`src/rtl/multi_tick_gen.sv`:
```
// Multi-channel programmable tick generator: NUM_CH synchronous divide channels, each producing
// a one-cycle enable tick and a square wave, plus a one-hot ring advanced by one chosen channel.

module multi_tick_gen_ch #(
    parameter int DIV_W       = 16,
    parameter int DEFAULT_DIV = 3
) (
    input  logic             clk,
    input  logic             greset,
    input  logic             en,
    input  logic             sync,
    input  logic             load_hit,
    input  logic [DIV_W-1:0] load_div,
    output logic             tick_set,
    output logic             tick,
    output logic             sq
);
    logic [DIV_W-1:0] div_q, div_d;
    logic [DIV_W-1:0] cnt_q, cnt_d;
    logic             tick_q, tick_d;
    logic             sq_q, sq_d;

    always_comb begin
        div_d  = div_q;
        cnt_d  = cnt_q;
        tick_d = 1'b0;
        sq_d   = sq_q;
        // A load lands in div even when sync wins the counter/phase update.
        if (load_hit)
            div_d = load_div;
        if (sync) begin
            cnt_d = '0;
            sq_d  = 1'b0;
        end else if (load_hit) begin
            cnt_d = '0;
        end else if (en) begin
            if (cnt_q == div_q) begin
                cnt_d  = '0;
                tick_d = 1'b1;
                sq_d   = ~sq_q;
            end else begin
                cnt_d = cnt_q + DIV_W'(1);
            end
        end
    end

    always_ff @(posedge clk or posedge greset) begin
        if (greset) begin
            div_q  <= DIV_W'(DEFAULT_DIV);
            cnt_q  <= '0;
            tick_q <= 1'b0;
            sq_q   <= 1'b0;
        end else begin
            div_q  <= div_d;
            cnt_q  <= cnt_d;
            tick_q <= tick_d;
            sq_q   <= sq_d;
        end
    end

    assign tick_set = tick_d;
    assign tick     = tick_q;
    assign sq       = sq_q;
endmodule

module multi_tick_gen #(
    parameter int NUM_CH      = 4,
    parameter int DIV_W       = 16,
    parameter int DEFAULT_DIV = 3,
    parameter int RING_N      = 4,
    parameter int RING_CH     = 0
) (
    input  logic                    clk,
    input  logic                    greset,
    input  logic [NUM_CH-1:0]       en,
    input  logic                    sync,
    input  logic                    load,
    input  logic [$clog2(NUM_CH):0] load_ch,
    input  logic [DIV_W-1:0]        load_div,
    output logic [NUM_CH-1:0]       tick,
    output logic [NUM_CH-1:0]       sq,
    output logic [RING_N-1:0]       ring
);
    localparam int CH_W = $clog2(NUM_CH) + 1;

    logic [NUM_CH-1:0] tick_set;
    logic [RING_N-1:0] ring_q, ring_d;

    // Indices >= NUM_CH never match a channel, so such loads fall through untouched.
    for (genvar g = 0; g < NUM_CH; g++) begin : g_ch
        multi_tick_gen_ch #(
            .DIV_W      (DIV_W),
            .DEFAULT_DIV(DEFAULT_DIV)
        ) u_ch (
            .clk     (clk),
            .greset  (greset),
            .en      (en[g]),
            .sync    (sync),
            .load_hit(load && (load_ch == CH_W'(g))),
            .load_div(load_div),
            .tick_set(tick_set[g]),
            .tick    (tick[g]),
            .sq      (sq[g])
        );
    end

    // Ring steps on the same edge that registers the selected channel's tick.
    always_comb begin
        ring_d = ring_q;
        if (tick_set[RING_CH])
            ring_d = {ring_q[RING_N-2:0], ring_q[RING_N-1]};
    end

    always_ff @(posedge clk or posedge greset) begin
        if (greset)
            ring_q <= RING_N'(1);
        else
            ring_q <= ring_d;
    end

    assign ring = ring_q;
endmodule

```
`config.mk`:
```
export PLATFORM = sky130hd
export DESIGN_NAME = multi_tick_gen
export DESIGN_NICKNAME = d
export VERILOG_FILES = /design/src/rtl/multi_tick_gen.sv
export SDC_FILE = /design/constraint.sdc
export NUM_CORES = 1
export LEC_CHECK = 0
export CAP_MARGIN = 20
export CORE_ASPECT_RATIO = 1.75
export CORE_MARGIN = 3
export CORE_UTILIZATION = 55
export DETAILED_ROUTE_END_ITERATION = 8
export PLACE_DENSITY = 0.74
export SLEW_MARGIN = 20
export SYNTH_ARGS = -nofsm -noshare
export SYNTH_HDL_FRONTEND = slang
export SYNTH_HIERARCHICAL = 1
export SYNTH_SLANG_ARGS = --single-unit
```
`constraint.sdc`:
```
create_clock -name clk -period 5.9 [get_ports clk]
set_input_delay 1.18 -clock clk [delete_from_list [all_inputs] [get_ports clk]]
set_output_delay 1.18 -clock clk [all_outputs]
set_load 0.02 [all_outputs]
```
==> results_dict.tcl <==
set metrics [dict create \
    dpl.hpwl_um 11030 \
    clkLatencyLatePin_ns 0.41 \
    synth-warning-count 6 \
    fin_worst_hold_slack_ns 0.5173 \
    setup_repair_after_global_routing_missed_its_margin "false" \
    tot_pwr_mw 2.496 \
    place_worst_setup_slack_ns 2.032 \
    tritoncts "yes" \
    mappedNetlistNets 684 \
    aggregate_negative_setup_slack_ns 0 \
    timing.fmax_mhz 288.6 \
    post-route-min-period_ns 3.465 \
    cts-buffers-inserted 17 \
    avgRoutedWirePerCell_um 18.27 \
    detailedRoute.firstIterationViolations 256 \
    port-buffer-count 38 \
    worst-endpoint-arrival_ns 3.74 \
    routed_wirelength_um 15890 \
    area_of_the_multi_input_gates_um2 3403 \
    layout_skew_ns 0.01105 \
    synthDistinctLibCells 39 \
    num_io_pins 39 \
    hp-start "ring[2]$_DFFE_PP0P_" \
    layout_worst_path_cycle_share_pct 58.72 \
    grt_util_all_layers_pct 23.43 \
    net_switching_share_of_the_total_power_pct 24.26 \
    grt_start_max_net_pins 35 \
    timing.critical_path.to_type "register" \
    synth_sequential_area_ratio_pct 49.71 \
    tritoncts_num_sinks 140 \
    worst_slew_margin_rel_pct 41.44 \
    hp_class "register to register" \
    peakVddDrop_v 0.0002358 \
    switching_power_uw 605.6 \
    post-route-worst-setup-slack_ns 2.435 \
    yosys.area.top_type_share_pct 46.36 \
    ant_nets 0 \
    post_route_cells_drive_above_1_share_pct 17.95 \
    internal_power_mw 1.890 \
    netlist.top_cell.by_area "dfrtp_1" \
    global_placer_s_final_weighted_congestion 0.8542 \
    route.vias.total 5103 \
    coreArea_um2 12500 \
    ff2ff_path_depth 5 \
    first_pass_grt_wire_length_um 26610 \
    placementRows 54 \
    hold_violations 0 \
    starting_density_of_the_core_pct 56.57 \
    status "finished, final reports clean" \
    critical_path.max_fanout 20 \
    share_comb_of_total_power_pct 11.5 \
    number_of_global_route_vias_before_repair 5340 \
    timing.final.max_slew_violations 0 \
    buffers_inserted_by_post_cts_timing_repair 0 \
    vias_per_cell 5.866 \
    timing.critical_path.from "load_ch[2]" \
    grt_remaining_overflow 0 \
    yosys.cell_count.top_type "dfrtp_1" \
    antenna_found_initial 1 \
    cts_resized 0 \
    die_w_um 91.71 \
    cap_viol_max_count 0 \
    yosys-top-cells-count "131 x dfrtp_1, 80 x xor2_1, 64 x mux2_2, 60 x nor2_1, 44 x nand2_1" \
    root_buffer "clkbuf_16" \
    finalNetCount 720 \
    share_clk_of_total_power_pct 42.4 \
    holdBufCountCts 0 \
    leakage_nw 3.540 \
    postSynthCellCount 653 \
    setup.reg_to_reg.worst_slack_ns 3.17 \
    power.density_nw_per_um2 304.1 \
    drc 0 \
    seq_area_um2 3515 \
    tightestPinTransition_ns 0.8777 \
    die-area_um2 14310 \
    critPathRequiredTime_ns 6.17 \
    first_pass_iters 5 \
    htree_num_levels 4 \
    power.sequential.fraction_pct 46.1 \
    edff_count_synth 0 \
    n_antenna_cell 0 \
    syn_area_um2 7071 \
    area.growth.synth_to_final_pct 16.09 \
    yosys_most_used_dff "dfrtp_1" \
    setup_viol_count_final 0 \
    clkSlewWorstSetupHoldPaths_ns 0.06 \
    timing.critical_path.from_type "primary input" \
    timing.setup.critical_path_class "primary input to register" \
    synth_area_per_cell_um2 10.83 \
    yosys-top-cells-area "dfrtp_1 46%, mux2_2 10%, xor2_1 9.9%" \
    holdPathStages 1 \
    fillers 978 \
    synth_async_sr_flop_share_pct 100.0 \
    crit-reg2reg-launch "g_ch[0].u_ch/cnt_q[0]$_DFFE_PP0P_" \
    ys_ff_latch 140 \
    die_y_um 156.0 \
    max-clock-path-buffers 2 \
]
final cells by class:
cell class | count | area share, %
Inverter | 13 | 0.5945
Clock buffer | 22 | 5.899
Sequential cell | 140 | 42.82
Multi-Input combinational cell | 472 | 41.46
Tap cell | 168 | 2.561
Timing Repair Buffer | 45 | 5.274
Clock inverter | 10 | 1.387
cell families after synthesis:
| family | share of synthesized area, % |
|---|---|
| compound gates | 7.149 |
| xor+xnor | 11.89 |
| fa+ha+maj | 0.7079 |
| buf+inv | 2.672 |
| flops | 49.71 |
| mux | 10.83 |
| simple gates | 17.04 |
layout by cell type, fill, tap and decap left out, drive strengths merged, types with 2 or more instances in the layout:
master	instances
dfrtp	131
xor2	80
mux2	68
nor2	60
nand2	44
clkdlybuf4s50	38
o21ai	24
clkbuf	22
nand3	20
nor4	20
a21oi	16
nand2b	16
a22oi	16
xnor2	16
inv	13
nand4	12
and3	12
dfstp	9
o31ai	8
nand3b	8
nor3	8
or2	8
buf	7
clkinvlp	4
or4	4
nand4b	4
a31oi	4
o21bai	4
o311ai	4
o31a	4
or3b	4
ha	4
clkinv	4
nor4bb	2
bufinv	2
routing by layer:
layer	track usage, %	routed length [µm]
met3	5.019	728
met4	7.371	373
met1	27.28	6226
met2	42.80	8552
met5	0	11
worst paths after layout:
path / to
min in group asynchronous: ring[1]$_DFFE_PP0P_
max in group asynchronous: g_ch[2].u_ch/div_q[0]$_DFFE_PP1P_
worst min register to register: ring[2]$_DFFE_PP0P_
worst min-delay path: ring[2]$_DFFE_PP0P_
worst max-delay path: g_ch[3].u_ch/cnt_q[9]$_DFFE_PP0P_
worst max register to register: ring[1]$_DFFE_PP0P_
power by group through the flow:
stage | combinational (mW) | clock (mW) | sequential (mW)
finish | 0.287 | 1.06 | 1.15
global route | 0.315 | 1.12 | 1.16
floorplan | 0.218 | 0 | 1.14
global placement | 0.273 | 0 | 1.16
detailed placement | 0.284 | 0 | 1.17
CTS | 0.290 | 1.07 | 1.15
worst max-delay path, stage by stage:
cell and delay [ns]:
clkdlybuf4s50_1 0.53, and4b_1 0.89, o311ai_1 0.27, nor3_1 0.43, and3_1 0.25, xnor2_1 0.12
nor2_1 0.06
flip-flops by register name, summed over array words and instances (netlist names):
| name | count |
|---|---|
| g_ch.u_ch/cnt_q | 64 |
| g_ch.u_ch/div_q | 64 |
| g_ch.u_ch/sq | 4 |
| g_ch.u_ch/tick | 4 |
| ring | 4 |
stage by stage:
step                      utilization (%)  area [µm²]  std cells
after floorplan                         -        7071        653
after global placement              60.88        7610        838
after detailed placement            60.88        7610        838
after CTS                           65.67        8208        870
after global routing                65.67        8208        870
final                               65.67        8208        870
Power figures use the tool's default switching activity.
